## src/rtl/duck_hunt_pkg.sv

```systemverilog
// Shared Duck Hunt constants: screen size, palette, scheduler state and phase encodings.
package duck_hunt_pkg;
  localparam int SCREEN_W = 160;
  localparam int SCREEN_H = 120;

  localparam logic [2:0] COL_BLACK = 3'b000;
  localparam logic [2:0] COL_WHITE = 3'b111;
  localparam logic [2:0] COL_BLUE  = 3'b001;
  localparam logic [2:0] COL_GREEN = 3'b010;

  typedef enum logic [1:0] {S_IDLE, S_SELECT, S_START, S_WAIT} sched_state_t;
  typedef enum logic {PH_ERASE, PH_DRAW} phase_t;

  function automatic int idx_w(input int n);
    return (n > 1) ? $clog2(n) : 1;
  endfunction
endpackage

```

## src/rtl/sprite_select_pe.sv

```systemverilog
// Priority encoder: lowest set mask bit at or above i_idx, plus a found flag.
module sprite_select_pe #(
  parameter int N  = 3,
  parameter int IW = 2
) (
  input  logic [N-1:0]  i_mask,
  input  logic [IW-1:0] i_idx,
  output logic [IW-1:0] o_sel,
  output logic          o_found
);
  // Scan high to low so the last hit is the lowest qualifying bit.
  always_comb begin
    o_sel   = '0;
    o_found = 1'b0;
    for (int i = N - 1; i >= 0; i--) begin
      if (i_mask[i] && (i >= int'(i_idx))) begin
        o_sel   = IW'(i);
        o_found = 1'b1;
      end
    end
  end
endmodule

```

## src/rtl/sprite_draw_scheduler.sv

```systemverilog
// Arbitrates the single-pixel VGA write port among N sprite drawers: ERASE then DRAW per active sprite.
// Optional SPRITE_DRAW_SCHEDULER_CLIP_EN gates vga_plot for off-screen pixels.
module sprite_draw_scheduler
  import duck_hunt_pkg::*;
#(
  parameter int         N         = 3,
  parameter logic [2:0] BG_COLOUR = COL_BLACK,
  parameter int         TIMEOUT   = 255
) (
  input  logic           clock,
  input  logic           resetn,
  input  logic           frame_tick,
  input  logic [N-1:0]   sprite_active,
  input  logic [3*N-1:0] sprite_colour,
  input  logic [8*N-1:0] sprite_x,
  input  logic [7*N-1:0] sprite_y,
  input  logic [N-1:0]   sprite_done,
  output logic [N-1:0]   sprite_start,
  output logic           sprite_erase,
  output logic [7:0]     vga_x,
  output logic [6:0]     vga_y,
  output logic [2:0]     vga_colour,
  output logic           vga_plot,
  output logic           busy,
  output logic           overrun,
  output logic           timeout_err
);
  localparam int IW = idx_w(N);

  sched_state_t  r_state;
  phase_t        r_phase;
  logic [N-1:0]  r_mask;
  logic [IW-1:0] r_idx;
  logic [7:0]    r_tcnt;
  logic          r_overrun;
  logic          r_tmo_err;

  logic [IW-1:0] w_sel;
  logic          w_found;
  logic          w_wait;
  logic          w_done;
  logic          w_tmo;
  logic          w_on_screen;
  logic [7:0]    w_x;
  logic [6:0]    w_y;
  logic [2:0]    w_col;
  logic [7:0]    w_xs [N];
  logic [6:0]    w_ys [N];
  logic [2:0]    w_cs [N];

  for (genvar g = 0; g < N; g++) begin : g_slice
    assign w_xs[g] = sprite_x[8*g +: 8];
    assign w_ys[g] = sprite_y[7*g +: 7];
    assign w_cs[g] = sprite_colour[3*g +: 3];
  end

  sprite_select_pe #(.N(N), .IW(IW)) u_pe (
    .i_mask  (r_mask),
    .i_idx   (r_idx),
    .o_sel   (w_sel),
    .o_found (w_found)
  );

  assign w_wait = (r_state == S_WAIT);
  assign w_done = sprite_done[r_idx];
  assign w_x    = w_xs[r_idx];
  assign w_y    = w_ys[r_idx];
  assign w_col  = (r_phase == PH_ERASE) ? BG_COLOUR : w_cs[r_idx];
  // Counter holds completed WAIT cycles, so the pass aborts on its TIMEOUT-th WAIT cycle.
  assign w_tmo  = (TIMEOUT != 0) && (r_tcnt == 8'(TIMEOUT - 1));

`ifdef SPRITE_DRAW_SCHEDULER_CLIP_EN
  assign w_on_screen = (w_x < 8'(SCREEN_W)) && (w_y < 7'(SCREEN_H));
`else
  assign w_on_screen = 1'b1;
`endif

  always_ff @(posedge clock or negedge resetn) begin
    if (!resetn) begin
      r_state   <= S_IDLE;
      r_phase   <= PH_ERASE;
      r_mask    <= '0;
      r_idx     <= '0;
      r_tcnt    <= '0;
      r_overrun <= 1'b0;
      r_tmo_err <= 1'b0;
    end else begin
      if (frame_tick && (r_state != S_IDLE)) r_overrun <= 1'b1;
      case (r_state)
        S_IDLE: begin
          if (frame_tick && (|sprite_active)) begin
            r_mask  <= sprite_active;
            r_idx   <= '0;
            r_phase <= PH_ERASE;
            r_state <= S_SELECT;
          end
        end
        S_SELECT: begin
          if (w_found) begin
            r_idx   <= w_sel;
            r_state <= S_START;
          end else begin
            r_state <= S_IDLE;
          end
        end
        S_START: begin
          r_tcnt  <= '0;
          r_state <= S_WAIT;
        end
        S_WAIT: begin
          r_tcnt <= r_tcnt + 8'd1;
          if (w_tmo) r_tmo_err <= 1'b1;
          if (w_done || w_tmo) begin
            if (r_phase == PH_ERASE) begin
              r_phase <= PH_DRAW;
              r_state <= S_START;
            end else begin
              // Index may step past N-1; the cleared mask makes SELECT end the frame.
              r_phase       <= PH_ERASE;
              r_mask[r_idx] <= 1'b0;
              r_idx         <= r_idx + 1'b1;
              r_state       <= S_SELECT;
            end
          end
        end
        default: r_state <= S_IDLE;
      endcase
    end
  end

  assign busy         = (r_state != S_IDLE);
  assign overrun      = r_overrun;
  assign timeout_err  = r_tmo_err;
  assign sprite_start = (r_state == S_START) ? (N'(1) << r_idx) : '0;
  assign sprite_erase = ((r_state == S_START) || w_wait) && (r_phase == PH_ERASE);
  assign vga_x        = w_wait ? w_x   : 8'd0;
  assign vga_y        = w_wait ? w_y   : 7'd0;
  assign vga_colour   = w_wait ? w_col : 3'd0;
  assign vga_plot     = w_wait && !w_done && !w_tmo && w_on_screen;
endmodule

```

## config.mk

```make
export PLATFORM = sky130hd
export DESIGN_NAME = sprite_draw_scheduler
export DESIGN_NICKNAME = d
export VERILOG_FILES = /design/src/rtl/duck_hunt_pkg.sv /design/src/rtl/sprite_select_pe.sv /design/src/rtl/sprite_draw_scheduler.sv
export SDC_FILE = /design/constraint.sdc
export NUM_CORES = 1
export LEC_CHECK = 0
export ABC_AREA = 1
export BUFFER_PORTS_ARGS = -buffer_cell sky130_fd_sc_hd__buf_2
export CAP_MARGIN = 40
export CORE_MARGIN = 4
export CORE_UTILIZATION = 40
export DETAILED_ROUTE_END_ITERATION = 6
export PLACE_DENSITY = 0.71
export SYNTH_ARGS = -nofsm -noshare
export SYNTH_HDL_FRONTEND = slang
export SYNTH_HIERARCHICAL = 1
export SYNTH_SLANG_ARGS = --single-unit
```

## constraint.sdc

```tcl
create_clock -name clock -period 1.5 [get_ports clock]
set_input_delay 0.15 -clock clock [delete_from_list [all_inputs] [get_ports clock]]
set_output_delay 0.15 -clock clock [all_outputs]
set_load 0.005 [all_outputs]
```

==> key figures, run 1 <==
Run status
  – Status: finished with violations
  – Violated checks: setup timing

Layout
  – Register Area: 455.4 sq um
  – Multi-input gate area: 1297 sq um
  – ANT cells: 0
  – Fillcell total: approximately 330
  – Share of cells above drive strength 1: 0.4975
  – Total Nets Final: 468
  – Final Cell Area: 2831 sq um
  – Fin cells: 444
  – Area growth syn-to-layout: 67.75%

Detailed routing
  – WL/cell: around 14 microns
  – DRT Pass-1 Iters: 4
  – Via count: around 2300
  – Total Routed Length: 6019 microns
  – DR DRC count: 0
  – Iteration-0 DRC Markers: 94
  – Vias/cell: 5.077
  – Final ANT Viol Nets: 0

Clock network
  – Root buffer cell: clkbuf_8
  – CTS Buf Count: 3
  – Sinks on Clock Net: 18
  – Latest clock arrival within the worst-skew pair: 0.26 ns
  – TritonCTS clock tree: done
  – H-tree levels: 1
  – Deepest clock path buffer count: 2
  – Clock transition at path regs: approximately 0.070 ns

Global route
  – Initial antenna violation count: 0
  – Global route total overflow: 0
  – Vias in the first global route: 2010
  – First-pass GRT wire length: 8873 microns
  – GRT Total Usage: 0.2097
  – Largest net degree at the start of global routing: 19

Synth
  – Syn_nets: approximately 350
  – Syn. warnings: 6
  – Avg Cell Area, Syn: 6.183 sq um
  – Synthesized area: approximately 1700 sq um
  – Post-Synthesis Cells: 273
  – Part of the Yosys area used for sequential elements: 0.2669
  – Cell variety after synth: 28
  – Synthesized flop and latch total: 18

Placement
  – Total placed cells including tap cells: 420
  – Post-place setup slack: -0.01564 ns
  – Hpwl dp: 4053 microns
  – Count of input and output buffers: 88
  – Placer's final routability congestion estimate: 0.8409
  – Placed Instance Area: 2292 sq um

STA
  – Min Tclk post-route: 1.671 ns
  – Fmax: 598.5 MHz
  – Final Cycle Share: 1.114
  – Hold Slack: 0.1202 ns
  – Final setup fails: 21
  – Rel. slew slack: 0.7266
  – Clock skew: roughly 0.0046 ns
  – Final Hold Viols: 0
  – Final WS setup: -0.1709 ns
  – Unrepaired setup endpoints after global routing: yes
  – Final Max Tran Viols: 0
  – Tightest Pin Transition: 0.4100 ns

Hold path
  – Hold path endpoint: overrun
  – Hold Path Stages: 2
  – Hold path startpoint: frame_tick
  – Hold Crit Class: in2reg

Job
  – Maxcap violations: 0

Setup path
  – Worst r2r src: r_idx[0]
  – R2r worst-path depth: 11
  – CP required: 1.35 ns
  – Critical Path End Type: primary output
  – Max FO, Critical Path: 5
  – Crit Path Category: reg2out
  – Reg2reg end: r_idx[1]
  – Critical Path Source Type: register
  – Arrival @ worst endpoint: 1.52 ns
  – Reg2reg setup slack: -0.03 ns

Pwr
  – Max IR drop VDD: 0.9867 mV
  – Leakage: 1.494 nW
  – Power per cell area: 1512 nW/um^2
  – Total Power: 4.280 mW

Floorplanning
  – Io pins: 89
  – Initial core utilization: 0.4189
  – Die W: 72.96 microns
  – Die Height: 72.96 microns
  – # rows: 23
  – Core area: around 4000 sq um
  – Die ar.: 5323 sq um
layout by cell type (no fill, tap or decap), types with 5 or more instances in the layout:
cell type	count
nand3_1	10
a21oi_2	6
buf_4	20
dfrtp_1	14
nor2_4	6
a21oi_1	10
nor2_2	14
inv_1	22
buf_2	88
nor2_1	37
nand2_4	5
nand2_1	52
nand2_2	13
o21ai_1	16
buf_6	16
o21ai_0	16
nand4_1	6
power breakdown:
part | leakage [nW] | internal, mW | switching, mW
Combinational | 1.23 | 1.47 | 1.62
Sequential | 0.230 | 0.630 | 0.156
Clock | 0.0288 | 0.233 | 0.171
Total | 1.49 | 2.34 | 1.94
worst max-delay path by stage:
| stage | from | endpoint | slack (ns) | cells past startpoint |
|---|---|---|---|---|
| 2_1_floorplan | r_idx[0] | r_idx[1] | 0.02 | 7 |
| 3_3_place_gp | r_state[1] | r_state[0] | 0.01 | 6 |
| 3_5_place_dp | r_state[0] | r_state[0] | -0.02 | 6 |
| 4_1_cts | r_idx[0] | vga_colour[0] | -0.09 | 7 |
| 5_1_grt | r_idx[0] | vga_y[4] | -0.30 | 8 |
| 6_report | r_idx[0] | vga_y[4] | -0.17 | 8 |
synth_stat cells:
master      n  share of area
inv_2       4         0.0089
nand3_2     3          0.018
dfrtp_1    18           0.27
nand2_4     1         0.0067
a22o_1      1         0.0052
o21ai_1     4          0.012
nor3b_1     1         0.0044
o21bai_1    2         0.0089
nand2_1    69           0.15
o21a_1      1         0.0044
nand4_1     6          0.022
a211oi_1    1         0.0044
buf_6       1         0.0067
o31ai_1     1         0.0044
buf_2       5          0.015
buf_4       2         0.0089
a21oi_1    16          0.047
clkbuf_1    3         0.0067
nor2_1     55           0.12
nor2_2      1         0.0037
o21ai_0    28          0.083
nor2_4      1         0.0067
nand3_1    11          0.033
a2bb2oi_1   3          0.016
clkinv_1    1         0.0022
ha_1       10          0.074
a21o_1      1         0.0044
inv_1      23          0.051
cell families after synthesis:
| logic type | count (synthesis) | synth area share |
|---|---|---|
| AOI/OAI and AO/OA | 58 | 0.1898 |
| adders and majority gates | 10 | 0.07413 |
| buffers and inverters | 39 | 0.09932 |
| DFF | 18 | 0.2669 |
| and+or+nand+nor | 148 | 0.3699 |
layer usage:
metal / global-route usage / vias up / share of wire
met4: 0.05943 / 0 / 0.016
met1: 0.2564 / 1013 / 0.40
met3: 0.04408 / 12 / 0.088
met5: 0 / - / 0
met2: 0.3697 / 101 / 0.50
li1: - / 1128 / -
registers in the layout, indices dropped and copies added (netlist names):
signal       count
overrun          1
r_state          2
r_phase          1
r_tcnt           8
r_mask           3
r_idx            2
timeout_err      1
critical path, stage by stage, from the launching register on:
cell and delay (ns):
dfrtp_2 0.38, buf_6 0.11, buf_6 0.10, buf_6 0.13, nor2_2 0.05, nor2_1 0.09, o21ai_1 0.08, a21oi_1 0.16
buf_2 0.16
final cells by class:
cell class	count	area share
clock buffers	4	0.01944
flip-flops and latches	18	0.1608
repair buffers	128	0.2987
well taps	50	0.02209
inverters	28	0.04065
multi-input cells	216	0.4582
stage by stage:
| step | utilization | TNS [ns] |
|---|---|---|
| final | 0.7028 | -1.618 |
| after global routing | 0.7028 | -3.646 |
| after CTS | 0.6422 | -1.632 |
| after detailed placement | 0.5689 | -0.01564 |
| after global placement | 0.5689 | 0 |
| after floorplan | - | 0 |
what timing repair did:
action	in CTS	in global routing
gates resized for setup	35	70
cloned	2	1
endpoints found under the hold margin	18	0
buffers inserted	12	5
endpoints found under the setup margin	27	31
pin swaps	17	25
hold buffers	1	0
No activity file was read; power rests on OpenSTA's default activity.
==> run 2, diff against run 1 <==
--- a/config.mk
+++ b/config.mk
@@ -14,5 +14,4 @@
 export PLACE_DENSITY = 0.71
 export SYNTH_ARGS = -nofsm -noshare
 export SYNTH_HDL_FRONTEND = slang
-export SYNTH_HIERARCHICAL = 1
 export SYNTH_SLANG_ARGS = --single-unit
==> run 2 against run 1 <==
Against the previous run: the run still ends with setup timing left; clock power increased by 1%; area after synthesis fell by 0.67%; largest power group unchanged; clock skew decreased by 0.0040 ns.
==> key figures, run 2 <==
Layout
  – Largest regs: r_tcnt x8, r_mask x3 (unchanged)
  – Area growth syn-to-layout: 68.28% (was 67.75%)
  – Commonest non-fill, non-tap cells in the layout: buf_2, nor2_1, nand2_1, o21ai_1 (was buf_2, nand2_1, nor2_1, inv_1, buf_4)
  – Total Nets Final: 456 (was 468)
  – Final Cell Area: 2821 sq um (was 2831 sq um)
  – Commonest non-fill, non-tap cell in the layout: buf_2 (unchanged)
  – Register with the most flip-flops: r_tcnt (unchanged)
  – Share of cells above drive strength 1: 0.5144 (was 0.4975)
  – ANT cells: 0 (unchanged)
  – Largest register FFs: 8 (unchanged)
  – Fin cells: 431 (was 444)

Detailed routing
  – Via count: 2215 (was 2254)
  – Total Routed Length: 6051 microns (was 6019 microns)
  – WL/cell: 14.04 microns (was 13.56 microns)
  – Vias/cell: 5.139 (was 5.077)
  – Iteration-0 DRC Markers: 90 (was 94)
  – Final ANT Viol Nets: 0 (unchanged)
  – DRT Pass-1 Iters: 4 (unchanged)
  – DR DRC count: 0 (unchanged)

Global route
  – Largest net degree at the start of global routing: 19 (unchanged)
  – Vias in the first global route: 2122 (was 2010)
  – Initial antenna violation count: 0 (unchanged)
  – Global route total overflow: 0 (unchanged)
  – GRT Total Usage: 0.2167 (was 0.2097)
  – First-pass GRT wire length: 9246 microns (was 8873 microns)

STA
  – Final WS setup: -0.1477 ns (was -0.1709 ns)
  – Clock skew: 0.0006133 ns (was 0.004604 ns)
  – Final Hold Viols: 0 (unchanged)
  – Fmax: 606.9 MHz (was 598.5 MHz)
  – Tightest Pin Transition: 0.4280 ns (was 0.4100 ns)
  – Min Tclk post-route: 1.648 ns (was 1.671 ns)
  – Final setup fails: 26 (was 21)
  – Unrepaired setup endpoints after global routing: yes (unchanged)
  – Final Max Tran Viols: 0 (unchanged)
  – Final Cycle Share: 1.098 (was 1.114)
  – Rel. slew slack: 0.7147 (was 0.7266)

Hold path
  – Hold Crit Class: in2reg (unchanged)

Synth
  – Asr flop ratio synth: 1.000 (unchanged)
  – Synth cell count leaders: nand2_1, nor2_1, inv_1 (was nand2_1, nor2_1, o21ai_0)
  – Syn_nets: 336 (was 346)
  – Cell variety after synth: 28 (unchanged)
  – Adder-Cell Fraction of Synth Area: 0.08209 (was 0.07413)
  – Synth area leaders: dfrtp_1, nand2_1, nor2_1 (unchanged)
  – Top cell type's share of synthesized area: 0.2687 (was 0.2669)
  – Post-synth top area cell: dfrtp_1 (unchanged)
  – Synth Flop Type: dfrtp_1 (unchanged)
  – Most common cell in the netlist: nand2_1 (unchanged)
  – Post-synth EDFFs: 0 (unchanged)
  – XOR/XNOR Fraction of Synth Area: 0 (unchanged)
  – Largest family of logic cells by synthesized area: simple AND/OR/NAND/NOR gates (unchanged)
  – Synthesized flop and latch total: 18 (unchanged)
  – Syn. warnings: 0 (was 6)
  – Avg Cell Area, Syn: 6.399 sq um (was 6.183 sq um)
  – Simple-gate share of the synthesized area: 0.3343 (was 0.3699)
  – Post-Synthesis Cells: 262 (was 273)
  – Multiplexer share of the synthesized area: 0 (unchanged)
  – Synthesized area: 1677 sq um (was 1688 sq um)
  – Part of the Yosys area used for sequential elements: 0.2687 (was 0.2669)
  – Compound-Gate Fraction of Synth Area: 0.2090 (was 0.1898)

Setup path
  – Bufs and invs on worst path: 3 (was 4)
  – Arrival @ worst endpoint: 1.50 ns (was 1.52 ns)
  – Crit Path Category: reg2out (unchanged)
  – Critical Path End Type: primary output (unchanged)
  – Crit path largest cell delay: 0.44 ns (was 0.38 ns)
  – CP Cell Sequence: buf_6 -> nor2_4 -> buf_6 -> nand2_2 -> a21oi_2 -> buf_2 (was buf_6 -> buf_6 -> buf_6 -> nor2_2 -> nor2_1 -> o21ai_1 -> a21oi_1 -> buf_2)
  – Max FO, Critical Path: 5 (unchanged)
  – Cell family with most CP delay: flip-flops (was buffers and inverters)
  – CP required: 1.35 ns (about the same)
  – Critical path's slowest cell: dfrtp_2 (unchanged)
  – Cell mode on critical path: buf_6 (unchanged)
  – Critical Path Source Type: register (unchanged)

Floorplanning
  – Initial core utilization: 0.4161 (was 0.4189)
  – Core area: 4029 sq um (unchanged)
  – Io pins: 89 (unchanged)
  – Die W: 72.74 microns (was 72.96 microns)
  – # rows: 23 (unchanged)
  – Die Height: 72.74 microns (was 72.96 microns)
  – Die ar.: 5291 sq um (was 5323 sq um)

Placement
  – Total placed cells including tap cells: 408 (was 420)
  – Placed Instance Area: 2251 sq um (was 2292 sq um)
  – Placer's final routability congestion estimate: 0.8482 (was 0.8409)
  – Post-place setup slack: -0.01054 ns (was -0.01564 ns)
  – Count of input and output buffers: 88 (unchanged)
  – Hpwl dp: 4021 microns (was 4053 microns)

Job
  – Maxcap violations: 0 (unchanged)

Clock network
  – TritonCTS clock tree: done (unchanged)
  – Root buffer cell: clkbuf_8 (unchanged)
  – Clock transition at path regs: 0.07 ns (about the same)
  – CTS Buf Count: 3 (unchanged)
  – Sinks on Clock Net: 18 (unchanged)
  – Latest clock arrival within the worst-skew pair: 0.26 ns (about the same)
  – Deepest clock path buffer count: 2 (unchanged)
  – H-tree levels: 1 (unchanged)

Pwr
  – Max IR drop VDD: 0.8963 mV (was 0.9867 mV)
  – Total Power: 4.275 mW (was 4.280 mW)
  – Leakage: 1.483 nW (was 1.494 nW)
  – Power per cell area: 1515 nW/um^2 (was 1512 nW/um^2)

Run status
  – Status: finished with violations (unchanged)
  – Violated checks: setup timing (unchanged)
-- run 2: power by group --
| group | leakage [nW] | switching, mW | internal (mW) |
|---|---|---|---|
| Clock | 0.0288 | 0.176 | 0.234 |
| Sequential | 0.234 | 0.150 | 0.617 |
| Combinational | 1.22 | 1.63 | 1.47 |
-- run 2: per-stage QoR --
step	setup TNS (ns)	utilization	hold WS [ns]
6_report	-2.414	0.7003	0.1067
5_1_grt	-4.363	0.7003	0.1325
4_1_cts	-1.924	0.6388	0.1058
3_5_place_dp	-0.01614	0.5587	0.1130
3_3_place_gp	-0.006640	0.5587	0.1095
2_1_floorplan	0	-	-0.1456
-- run 2: layout make-up --
class                   count  area, sq um
flip-flops and latches     18        451.7
clock buffers               4        55.05
fillers                   329         1207
inverters                  30        132.6
repair buffers            125        845.8
well taps                  50        62.56
multi-input cells         204         1274
-- run 2: worst paths after layout --
| kind | start | cells after the start | slack, ns | to |
|---|---|---|---|---|
| worst max-delay path | r_idx[0] | 6 | -0.15 | vga_x[3] |
| worst min-delay path | frame_tick | 2 | 0.11 | overrun |
| worst max register to register | r_idx[0] | 11 | -0.05 | r_idx[1] |
| worst min register to register | overrun | 1 | 0.46 | overrun |
| max in group asynchronous | resetn | 2 | 0.82 | r_idx[0] |
| min in group asynchronous | resetn | 2 | 0.36 | r_tcnt[1] |
-- run 2: what timing repair did --
| item | CTS | global route |
|---|---|---|
| setup endpoints to repair | 28 | 33 |
| setup buffers | 10 | 5 |
| gates resized for setup | 43 | 53 |
| gates cloned | 3 | 1 |
| hold endpoints to repair | 18 | 0 |
| pin swaps | 19 | 11 |
| hold buffers | 1 | 0 |
-- run 2: cells by family after synthesis --
logic type | after synthesis
and+or+nand+nor | 129
adders and majority gates | 11
DFF | 18
AOI/OAI and AO/OA | 64
buffers and inverters | 40
-- run 2: metal layers --
| layer | track usage | up-vias | routed length [microns] |
|---|---|---|---|
| li1 | - | 1086 | - |
| met3 | 0.03444 | 14 | 572 |
| met2 | 0.3938 | 115 | 3009 |
| met1 | 0.2574 | 1000 | 2345 |
| met4 | 0.07172 | 0 | 122 |
| met5 | 0 | - | 0 |
==> run 3, diff against run 2 <==
--- a/config.mk
+++ b/config.mk
@@ -9,9 +9,10 @@
 export BUFFER_PORTS_ARGS = -buffer_cell sky130_fd_sc_hd__buf_2
 export CAP_MARGIN = 40
 export CORE_MARGIN = 4
-export CORE_UTILIZATION = 40
+export CORE_UTILIZATION = 41
 export DETAILED_ROUTE_END_ITERATION = 6
-export PLACE_DENSITY = 0.71
+export PLACE_DENSITY = 0.73
+export SETUP_SLACK_MARGIN = 0.1
 export SYNTH_ARGS = -nofsm -noshare
 export SYNTH_HDL_FRONTEND = slang
 export SYNTH_SLANG_ARGS = --single-unit
==> run 3 against run 2 <==
Against the previous run: the run still ends with setup timing left; clock power is 1% higher; wire length up 5.0%; combinational power rose by 3%; count of clock-buffer cells in the layout is the same; power grew 2.6%; hold slack better by 0.0056 ns; cell count rose by 0.46%; die area is 2.2% lower; clock skew increased by 0.0022 ns; register-to-register slack worse by 0.05 ns; largest power group unchanged.
==> key figures, run 3 (synthesis gave the netlist of run 2 again) <==
Detailed routing
  – DR DRC count: 0 (unchanged)
  – Via count: 2224 (was 2215)
  – WL/cell: 14.67 microns (was 14.04 microns)
  – Vias/cell: 5.136 (was 5.139)
  – Total Routed Length: 6351 microns (was 6051 microns)
  – Final ANT Viol Nets: 0 (unchanged)
  – DRT Pass-1 Iters: 6 (was 4)
  – Iteration-0 DRC Markers: 84 (was 90)

Layout
  – Share of cells above drive strength 1: 0.5039 (was 0.5144)
  – Area growth syn-to-layout: 70.22% (was 68.28%)
  – Register with the most flip-flops: r_tcnt (unchanged)
  – Final Cell Area: 2854 sq um (was 2821 sq um)
  – Commonest non-fill, non-tap cell in the layout: buf_2 (unchanged)
  – Largest register FFs: 8 (unchanged)
  – Commonest non-fill, non-tap cells in the layout: buf_2, nor2_1, nand2_1, o21ai_1 (unchanged)
  – ANT cells: 0 (unchanged)
  – Fin cells: 433 (was 431)
  – Largest regs: r_tcnt x8, r_mask x3 (unchanged)
  – Total Nets Final: 460 (was 456)

Pwr
  – Max IR drop VDD: 0.9083 mV (was 0.8963 mV)
  – Comb pwr share: 0.724 (was 0.725)
  – Power per cell area: 1536 nW/um^2 (was 1515 nW/um^2)
  – Int Power: 2.403 mW (was 2.317 mW)
  – Sw Ratio: 0.4520 (was 0.4580)
  – Leakage: 1.524 nW (was 1.483 nW)
  – Sequential power share: 0.181 (was 0.180)
  – Clock power frac: 0.094 (was 0.096)
  – Switching power: 1.982 mW (was 1.958 mW)

Global route
  – First-pass GRT wire length: 9121 microns (was 9246 microns)
  – Largest net degree at the start of global routing: 19 (unchanged)
  – Global route total overflow: 0 (unchanged)
  – Initial antenna violation count: 0 (unchanged)
  – Vias in the first global route: 2035 (was 2122)
  – GRT Total Usage: 0.2165 (was 0.2167)

STA
  – Final Max Tran Viols: 0 (unchanged)
  – Tightest Pin Transition: 0.4310 ns (was 0.4280 ns)
  – Rel. slew slack: 0.7127 (was 0.7147)
  – Final Hold Viols: 0 (unchanged)
  – Clock skew: 0.002801 ns (was 0.0006133 ns)
  – Final WS setup: -0.2504 ns (was -0.1477 ns)
  – Final Cycle Share: 1.167 (was 1.098)
  – Min Tclk post-route: 1.750 ns (was 1.648 ns)
  – Unrepaired setup endpoints after global routing: yes (unchanged)
  – Setup_tns: -3.016 ns (was -2.414 ns)
  – Fmax: 571.3 MHz (was 606.9 MHz)
  – Final setup fails: 24 (was 26)

Floorplanning
  – Die W: 71.95 microns (was 72.74 microns)
  – Die ar.: 5176 sq um (was 5291 sq um)
  – Die Height: 71.95 microns (was 72.74 microns)
  – Io pins: 89 (unchanged)
  – Initial core utilization: 0.4414 (was 0.4161)
  – # rows: 22 (was 23)
  – Core area: 3799 sq um (was 4029 sq um)

Run status
  – Status: finished with violations (unchanged)
  – Violated checks: setup timing (unchanged)

Setup path
  – Max FO, Critical Path: 5 (unchanged)
  – Critical path's slowest cell: dfrtp_2 (unchanged)
  – Reg2reg end: r_idx[1] (unchanged)
  – Critical Path Source Type: register (unchanged)
  – Crit path largest cell delay: 0.43 ns (was 0.44 ns)
  – Reg2reg setup slack: -0.10 ns (was -0.05 ns)
  – Arrival @ worst endpoint: 1.60 ns (was 1.50 ns)
  – Critical Path End Type: primary output (unchanged)
  – R2r worst-path depth: 7 (was 11)
  – Worst r2r src: r_state[0] (was r_idx[0])
  – CP required: 1.35 ns (about the same)
  – Crit Path Category: reg2out (unchanged)
  – Cell mode on critical path: buf_6 (unchanged)
  – CP Cell Sequence: buf_6 -> nor2_4 -> buf_6 -> buf_16 -> nand2_1 -> a21oi_1 -> buf_2 (was buf_6 -> nor2_4 -> buf_6 -> nand2_2 -> a21oi_2 -> buf_2)

Placement
  – Count of input and output buffers: 88 (unchanged)
  – Placed Instance Area: 2238 sq um (was 2251 sq um)
  – Total placed cells including tap cells: 400 (was 408)
  – Placer's final routability congestion estimate: 0.9436 (was 0.8482)
  – Hpwl dp: 3967 microns (was 4021 microns)

Clock network
  – CTS Buf Count: 3 (unchanged)
  – Root buffer cell: clkbuf_8 (unchanged)
  – H-tree levels: 1 (unchanged)
  – Sinks on Clock Net: 18 (unchanged)
  – Latest clock arrival within the worst-skew pair: 0.26 ns (about the same)
  – TritonCTS clock tree: done (unchanged)
  – Clock transition at path regs: 0.07 ns (about the same)
  – Deepest clock path buffer count: 2 (unchanged)

Hold path
  – Hold path startpoint: frame_tick (unchanged)
  – Hold path endpoint: overrun (unchanged)
  – Hold Crit Class: in2reg (unchanged)
  – Hold Path Stages: 2 (unchanged)

Job
  – Maxcap violations: 0 (unchanged)
==> run 3: power by group through the flow <==
| stage | logic [mW] | clock network (mW) | registers, mW |
|---|---|---|---|
| finish | 3.18 | 0.414 | 0.795 |
| CTS | 2.76 | 0.418 | 0.777 |
| global placement | 1.99 | 0 | 0.776 |
| floorplan | 1.47 | 0 | 0.733 |
| global route | 3.49 | 0.443 | 0.815 |
| detailed placement | 2.02 | 0 | 0.781 |
==> run 3: repair_timing <==
| action | in CTS | in global routing |
|---|---|---|
| buffers inserted | 21 | 3 |
| hold endpoints to repair | 18 | 0 |
| gates resized for setup | 40 | 40 |
| gates cloned | 3 | 1 |
| hold buffers | 1 | 0 |
| endpoints found under the setup margin | 32 | 35 |
| pin swaps | 9 | 6 |
==> run 3: layout make-up <==
cell class | count | area, sq um
tap | 48 | 60.06
clock buffer | 4 | 55.05
fill | 262 | 944.7
multi-input combinational | 204 | 1269
sequential | 18 | 455.4
timing repair buffer | 129 | 885.9
inverter | 30 | 128.9
==> run 3: how the worst max path moves through the flow <==
stage,endpoint,cells past startpoint,from,slack [ns]
after global placement,r_idx[0],7,r_state[0],0.03
final,vga_x[3],7,r_idx[0],-0.25
after detailed placement,r_idx[0],7,r_state[0],0.01
after floorplan,r_idx[0],12,r_idx[0],0.08
after CTS,vga_y[1],7,r_idx[0],-0.09
after global routing,vga_x[3],7,r_idx[0],-0.33
==> run 3: worst max-delay path, delay by kind of cell (launching register included) <==
kind,cells,cell delay [ns]
AO/OA/AOI/OAI,1,0.20
buffers and inverters,4,0.53
flip-flops,1,0.43
AND/OR/NAND/NOR,2,0.18
==> run 3: per-stage QoR <==
| step | power (mW) | util | worst slack (ns) | hold slack [ns] |
|---|---|---|---|---|
| 2_1_floorplan | 2.203 | - | 0.07960 | -0.1456 |
| 3_3_place_gp | 2.770 | 0.5893 | 0.03338 | 0.1055 |
| 3_5_place_dp | 2.805 | 0.5893 | 0.01459 | 0.1221 |
| 4_1_cts | 3.956 | 0.7039 | -0.09163 | 0.1104 |
| 5_1_grt | 4.744 | 0.7513 | -0.3327 | 0.1181 |
| 6_report | 4.385 | 0.7513 | -0.2504 | 0.1123 |
==> run 3: per-layer routing <==
metal	wire [microns]	global-route usage	share of wire
met5	0	0	0
met4	98	0.04384	0.015
met3	564	0.03186	0.089
met2	3208	0.3908	0.51
met1	2479	0.2733	0.39
